## src/rtl/img_conv_pkg.sv

```systemverilog
// Shared types and constants for the image convolution controller.
//   opcode_t     : command opcodes on the en/op/din/dout interface
//   ctrl_state_t : sequencer states (idle plus one state per job type)
//   STATUS_*     : bit positions inside the status byte
//   pack_status  : assembles the status byte from the individual flags
package img_conv_pkg;

    typedef enum logic [3:0] {
        OP_NOP        = 4'd0,
        OP_SET_NROWS  = 4'd1,
        OP_SET_NCOLS  = 4'd2,
        OP_SET_SIGMA  = 4'd3,
        OP_GET_NROWS  = 4'd4,
        OP_GET_NCOLS  = 4'd5,
        OP_GET_SIGMA  = 4'd6,
        OP_IMG_RX     = 4'd7,
        OP_IMG_TX     = 4'd8,
        OP_CONV       = 4'd9,
        OP_GET_STATUS = 4'd10,
        OP_CLR_ERR    = 4'd11
    } opcode_t;

    typedef enum logic [1:0] {
        StIdle,
        StRx,
        StTx,
        StConv
    } ctrl_state_t;

    localparam int unsigned STATUS_ERR_CFG   = 0;
    localparam int unsigned STATUS_ERR_OP    = 1;
    localparam int unsigned STATUS_ERR_TMO   = 2;
    localparam int unsigned STATUS_IMG_VALID = 3;

    function automatic logic [7:0] pack_status(input logic err_cfg, input logic err_op,
                                               input logic err_tmo, input logic img_valid);
        logic [7:0] s;
        s                   = '0;
        s[STATUS_ERR_CFG]   = err_cfg;
        s[STATUS_ERR_OP]    = err_op;
        s[STATUS_ERR_TMO]   = err_tmo;
        s[STATUS_IMG_VALID] = img_valid;
        return s;
    endfunction

endpackage

```

## src/rtl/img_conv_watchdog.sv

```systemverilog
// Job watchdog: counts busy cycles and flags the cycle in which the job has
// been busy for TIMEOUT_CYC cycles. TIMEOUT_CYC = 0 disables it.
//   clk_i/rst_ni : clock, asynchronous active-low reset
//   clr_i        : hold the counter at zero (asserted while idle)
//   en_i         : count this cycle (asserted while a job runs)
//   expire_o     : high during the last allowed busy cycle
module img_conv_watchdog #(
    parameter int unsigned TIMEOUT_CYC = 0,
    parameter int unsigned TMO_W       = 20
) (
    input  logic clk_i,
    input  logic rst_ni,
    input  logic clr_i,
    input  logic en_i,
    output logic expire_o
);

    localparam logic [TMO_W-1:0] LastCnt = TMO_W'(TIMEOUT_CYC - 1);

    logic [TMO_W-1:0] cnt_q, cnt_d;

    always_comb begin
        cnt_d = cnt_q;
        if (clr_i) begin
            cnt_d = '0;
        end else if (en_i) begin
            cnt_d = cnt_q + 1'b1;
        end
    end

    always_ff @(posedge clk_i or negedge rst_ni) begin
        if (!rst_ni) begin
            cnt_q <= '0;
        end else begin
            cnt_q <= cnt_d;
        end
    end

    // cnt_q holds the number of busy cycles already completed, so the
    // TIMEOUT_CYC-th busy cycle is the one where cnt_q == TIMEOUT_CYC-1.
    assign expire_o = (TIMEOUT_CYC != 0) && en_i && (cnt_q == LastCnt);

endmodule

```

## src/rtl/img_conv_ctrl.sv

```systemverilog
// Command sequencer for the image convolution block. Decodes opcodes, holds
// the nrows/ncols/sigma configuration and sticky status, and launches one
// RX/TX/CONV job at a time with start/done handshakes and an optional watchdog.
//   clk_i, rst_ni           : clock, asynchronous active-low reset
//   en_i, op_i, din_i       : command strobe, opcode, write data
//   dout_o                  : registered read data of the last GET
//   busy_o                  : a job is in progress
//   nrows_o/ncols_o/sigma_o : configuration to the datapath
//   *_start_o / *_done_i    : per-job launch pulse and completion pulse
//   err_o                   : OR of the sticky error bits
module img_conv_ctrl
    import img_conv_pkg::*;
#(
    parameter int unsigned DATA_W      = 8,
    parameter int unsigned TIMEOUT_CYC = 0,
    parameter int unsigned TMO_W       = 20
) (
    input  logic              clk_i,
    input  logic              rst_ni,
    input  logic              en_i,
    input  opcode_t           op_i,
    input  logic [DATA_W-1:0] din_i,
    output logic [DATA_W-1:0] dout_o,
    output logic              busy_o,
    output logic [DATA_W-1:0] nrows_o,
    output logic [DATA_W-1:0] ncols_o,
    output logic [DATA_W-1:0] sigma_o,
    output logic              rx_start_o,
    input  logic              rx_done_i,
    output logic              tx_start_o,
    input  logic              tx_done_i,
    output logic              conv_start_o,
    input  logic              conv_done_i,
    output logic              err_o
);

    ctrl_state_t       state_q;
    logic              busy_q;
    logic [DATA_W-1:0] nrows_q, ncols_q, sigma_q, dout_q;
    logic              err_cfg_q, err_op_q, err_tmo_q, img_valid_q;
    logic              rx_start_q, tx_start_q, conv_start_q;

    logic       job_done;
    logic       wdt_expire;
    logic [7:0] status;

    assign status = pack_status(err_cfg_q, err_op_q, err_tmo_q, img_valid_q);

    // A done seen while the start pulse is still high belongs to the launch
    // cycle and is ignored.
    always_comb begin
        job_done = 1'b0;
        case (state_q)
            StRx:    job_done = rx_done_i;
            StTx:    job_done = tx_done_i;
            StConv:  job_done = conv_done_i;
            default: job_done = 1'b0;
        endcase
        if (rx_start_q || tx_start_q || conv_start_q) begin
            job_done = 1'b0;
        end
    end

    img_conv_watchdog #(
        .TIMEOUT_CYC(TIMEOUT_CYC),
        .TMO_W      (TMO_W)
    ) u_watchdog (
        .clk_i   (clk_i),
        .rst_ni  (rst_ni),
        .clr_i   (state_q == StIdle),
        .en_i    (busy_q),
        .expire_o(wdt_expire)
    );

    always_ff @(posedge clk_i or negedge rst_ni) begin
        if (!rst_ni) begin
            state_q      <= StIdle;
            busy_q       <= 1'b0;
            nrows_q      <= '0;
            ncols_q      <= '0;
            sigma_q      <= '0;
            dout_q       <= '0;
            err_cfg_q    <= 1'b0;
            err_op_q     <= 1'b0;
            err_tmo_q    <= 1'b0;
            img_valid_q  <= 1'b0;
            rx_start_q   <= 1'b0;
            tx_start_q   <= 1'b0;
            conv_start_q <= 1'b0;
        end else begin
            rx_start_q   <= 1'b0;
            tx_start_q   <= 1'b0;
            conv_start_q <= 1'b0;
            case (state_q)
                StIdle: begin
                    if (en_i) begin
                        case (op_i)
                            OP_NOP: ;
                            OP_SET_NROWS: begin
                                nrows_q     <= din_i;
                                img_valid_q <= 1'b0;
                            end
                            OP_SET_NCOLS: begin
                                ncols_q     <= din_i;
                                img_valid_q <= 1'b0;
                            end
                            OP_SET_SIGMA:  sigma_q <= din_i;
                            OP_GET_NROWS:  dout_q  <= nrows_q;
                            OP_GET_NCOLS:  dout_q  <= ncols_q;
                            OP_GET_SIGMA:  dout_q  <= sigma_q;
                            OP_GET_STATUS: dout_q  <= DATA_W'(status);
                            OP_IMG_RX: begin
                                if (nrows_q != '0 && ncols_q != '0) begin
                                    state_q    <= StRx;
                                    busy_q     <= 1'b1;
                                    rx_start_q <= 1'b1;
                                end else begin
                                    err_cfg_q <= 1'b1;
                                end
                            end
                            OP_IMG_TX: begin
                                if (img_valid_q) begin
                                    state_q    <= StTx;
                                    busy_q     <= 1'b1;
                                    tx_start_q <= 1'b1;
                                end else begin
                                    err_cfg_q <= 1'b1;
                                end
                            end
                            OP_CONV: begin
                                if (img_valid_q && sigma_q != '0) begin
                                    state_q      <= StConv;
                                    busy_q       <= 1'b1;
                                    conv_start_q <= 1'b1;
                                end else begin
                                    err_cfg_q <= 1'b1;
                                end
                            end
                            OP_CLR_ERR: begin
                                err_cfg_q <= 1'b0;
                                err_op_q  <= 1'b0;
                                err_tmo_q <= 1'b0;
                            end
                            default: err_op_q <= 1'b1;
                        endcase
                    end
                end
                default: begin
                    // Done has priority over a coinciding watchdog expiry.
                    if (job_done) begin
                        if (state_q == StRx) begin
                            img_valid_q <= 1'b1;
                        end
                        state_q <= StIdle;
                        busy_q  <= 1'b0;
                    end else if (wdt_expire) begin
                        if (state_q == StRx) begin
                            img_valid_q <= 1'b0;
                        end
                        err_tmo_q <= 1'b1;
                        state_q   <= StIdle;
                        busy_q    <= 1'b0;
                    end
                end
            endcase
        end
    end

    assign dout_o       = dout_q;
    assign busy_o       = busy_q;
    assign nrows_o      = nrows_q;
    assign ncols_o      = ncols_q;
    assign sigma_o      = sigma_q;
    assign rx_start_o   = rx_start_q;
    assign tx_start_o   = tx_start_q;
    assign conv_start_o = conv_start_q;
    assign err_o        = err_cfg_q | err_op_q | err_tmo_q;

endmodule

```

## config.mk

```make
export PLATFORM = sky130hd
export DESIGN_NAME = img_conv_ctrl
export DESIGN_NICKNAME = d
export VERILOG_FILES = /design/src/rtl/img_conv_pkg.sv /design/src/rtl/img_conv_watchdog.sv /design/src/rtl/img_conv_ctrl.sv
export SDC_FILE = /design/constraint.sdc
export NUM_CORES = 1
export LEC_CHECK = 0
export ABC_AREA = 1
export ABC_CLOCK_PERIOD_IN_PS = 1450
export CORE_AREA = 2 2 68 76
export CTS_BUF_LIST = sky130_fd_sc_hd__clkbuf_8
export DETAILED_ROUTE_END_ITERATION = 16
export DIE_AREA = 0 0 70 78
export PLACE_DENSITY = 0.73
export SETUP_SLACK_MARGIN = 0.2
export SYNTH_ARGS = -nofsm -noshare
export SYNTH_HDL_FRONTEND = slang
export SYNTH_SLANG_ARGS = --single-unit
```

## constraint.sdc

```tcl
create_clock -name clk_i -period 1.45 [get_ports clk_i]
set_clock_uncertainty 0.15 [all_clocks]
set_input_delay 0.145 -clock clk_i [delete_from_list [all_inputs] [get_ports clk_i]]
set_output_delay 0.145 -clock clk_i [all_outputs]
set_load 0.01 [all_outputs]
```

==> results of run 1 <==
==> cell usage after synthesis, types with 2 or more instances <==
cell      number
nor2_4         2
nor2_1        23
a21oi_1        3
and2_1         2
nand3_1       11
o22a_1         2
buf_6          2
inv_1         29
dfrtp_1       41
o21ai_0       31
o211ai_1       9
nand3_2        2
inv_2          2
nand2_4        2
nor3_1         3
nand2_1       89
==> stage by stage <==
step	hold WS, ps	setup WS, ps
after global placement	-20.8	-418
final	197	-57.9
after floorplan	-301	44.2
after CTS	180	-26.3
after detailed placement	-17.0	-443
after global routing	225	-115
==> per-layer routing <==
metal	global-route usage (%)	vias to the layer above
met5	0	-
met4	8.85	0
met3	4.03	9
met2	40.1	74
met1	33.5	1108
li1	-	1107
==> repair_timing <==
action / 4_1_cts / 5_1_grt
pin swaps: 31 / 14
endpoints found under the hold margin: 41 / 0
endpoints found under the setup margin: 77 / 67
hold buffers: 1 / 0
buffers inserted: 27 / 5
cloned: 4 / 0
resized for setup: 167 / 57
==> how the worst max path moves through the flow <==
stage               slack, ps       start          to  cells after the start
global route             -120  ncols_o[2]  state_q[1]                      9
finish                    -60  ncols_o[4]  state_q[1]                      9
floorplan                  40  state_q[0]   dout_o[0]                      7
global placement         -420     op_i[2]   dout_o[1]                      8
detailed placement       -440     op_i[2]   dout_o[0]                      8
CTS                       -30  state_q[1]   dout_o[1]                      8
==> layout by cell type, fill, tap and decap left out, types with 7 or more instances in the layout <==
cell and instances:
nand3_2 8, dfrtp_1 40, nor2_1 16, clkbuf_2 7
nand2_2 17, buf_4 53, inv_1 25, buf_6 32
o21ai_1 22, clkdlybuf4s50_1 12, nand2_1 70, clkdlybuf4s15_1 11
o211ai_1 9
==> power groups by stage <==
| stage | logic (µW) | registers [µW] | clock network (µW) |
|---|---|---|---|
| 6_report | 4330 | 2060 | 950 |
| 3_3_place_gp | 3090 | 2060 | 0 |
| 2_1_floorplan | 1100 | 2270 | 0 |
| 5_1_grt | 4630 | 2120 | 1010 |
| 4_1_cts | 3690 | 2000 | 951 |
| 3_5_place_dp | 3130 | 2060 | 0 |
==> sequential cells by signal, indices dropped and copies added, names as in the netlist <==
name	count
busy_o	1
sigma_o	8
img_valid_q	1
ncols_o	8
dout_o	8
tx_start_o	1
state_q	2
nrows_o	8
rx_start_o	1
conv_start_o	1
err_op_q	1
err_cfg_q	1
==> critical path, cell delays in order (launching register included) <==
cell,delay (ps)
dfrtp_1,410
nor2_1,150
and2_1,150
nand2_1,100
nand2_1,80
nand2_1,70
nand3_2,90
nand2_4,80
nand3_2,60
nand2_1,50
==> logic make-up after synthesis <==
logic type | share of synthesized area (%)
AOI/OAI and AO/OA | 13.3
buffers and inverters | 7.48
DFF | 50.2
and+or+nand+nor | 29.0
==> layout make-up <==
class / count / share of cell area (%)
Timing Repair inverter: 1 / 0.243
Multi-Input combinational cell: 186 / 31.0
Timing Repair Buffer: 126 / 31.0
Clock buffer: 6 / 2.29
Clock inverter: 2 / 0.937
Tap cell: 56 / 1.94
Inverter: 32 / 4.16
Sequential cell: 41 / 28.5
==> impl_results.md, run 1 <==
* Power Total at 7350 µW
* Fill count at 287
* R2r setup slk at -60 ps
* Layout Utilization at 78.1%
* Cells after Synth at 259
* Sinks on the clock net at 41
* GP Congestion at 0.877
* Switching fraction of total power at 38.3%
* Cell Area, Synth at 2040 µm²
* Reg clk slew, reported paths at 80 ps
* Total GRT Usage at 24.7%
* Clock Tree Buf Depth at 2
* Sequential-to-total area share from yosys stat at 50.2%
* Maximum vdd ir drop at 1430 µV
* Pleak at 0.00180 µW
* Int Power at 4530 µW
* EDFF count, synth at 0
* Worst Path Required at 1480 ps
* Initial DRC Count at 123
* Fin nets at 411
* DR WL met2 at 3400 µm
* Synth top area cells: dfrtp_1 50%, nand2_1 16%, o21ai_0 7.6%, inv_1 5.3%, nor2_1 4.2%
* IO Count at 55
* Max-slew violation count at 0
* Setup CP Type: register to register
* Mean Syn Cell Area at 7.88 µm²
* Final worst path period need at 1510 ps
* Top sig layer: met4
* Share of power burned in registers at 28.1%
* Die area at 5460 µm²
* WP data arrival at 1540 ps
* Crit-path max FO at 4
* Pre-antenna DRT Iters at 4
* Crit path capture type: register
* Setup TNS at -343 ps
* Buffers on Ports at 54
* Setup ws final at -57.9 ps
* FF-to-FF Start: ncols_o[4]
* Seq cells post-synth at 41
* Initial core utilization at 44.2%
* Synth Warn # at 0
* Drt via density at 5.11
* Final hold violations at 0
* First-pass GRT wire length at 10600 µm
* Clk pwr share at 12.9%
* Post-DRT Antenna Nets at 0
* Asr flop ratio synth at 100%
* Routed length per instance at 15.0 µm
* Initial antenna violation count at 0
* Commonest register cell after synthesis: dfrtp_1
* Residual DRC at 0
* Multi-input gate area at 1120 µm²
* Synth top area share at 50.2%
* Gr ovfl total at 0
* Max-cap viol count at 0
* Cell variety after synth at 22
* FF-to-FF End: state_q[1]
* Share of cells above drive strength 1 at 42.6%
* Register area at 1030 µm²
* Area Overhead vs Synth at 76.6%
* Status: finished, violations left
* Routed vias at 2298
* Fin crit share at 104%
* Largest net degree at the start of global routing at 42
* Worst setup SP type: register
* Die extent in x at 70 µm
* Root Buffer: clkbuf_8
* Rows at 26
* Die H at 78 µm
* Final setup vio count at 14
* Failing checks: negative setup slack
* Cell area power density at 2040 nW/µm²
* Post-Route M1 WL at 2900 µm
* Slew @ Worst Pin at 364 ps
* Max_slew headroom at 75.5%
* R2R cell count at 9
* Combinational power share at 59.0%
* H-Tree Depth at 2
* Sw Pwr at 2820 µW
* Worst-Skew Late Latency at 290 ps
* TritonCTS clock tree: built
* Fmax at 0.663 GHz
* Hold/Removal Path Class: primary input to async pin
* Total CTS buffers at 5
* Synth area leader: dfrtp_1
* DP HPWL at 4080 µm
* Core region area at 4620 µm²
* Post-DP Area at 2970 µm²
* Met3 WL at 313 µm
* Post-route cell area at 3610 µm²
* Finished Layout Cells at 450
* Routed WL at 6730 µm
* Diode count at 0
* Syn_nets at 277
* RSZ-0062 raised after global routing: true
* Placed Cells at 405
* Vias in the first global route at 2208
Power figures use the tool's default switching activity.
==> inputs of run 2 (changes only) <==
--- a/config.mk
+++ b/config.mk
@@ -6,7 +6,6 @@
 export NUM_CORES = 1
 export LEC_CHECK = 0
 export ABC_AREA = 1
-export ABC_CLOCK_PERIOD_IN_PS = 1450
 export CORE_AREA = 2 2 68 76
 export CTS_BUF_LIST = sky130_fd_sc_hd__clkbuf_8
 export DETAILED_ROUTE_END_ITERATION = 16
==> results of run 2 <==
The final DEF is identical to that of run 1; final timing and power are the same.
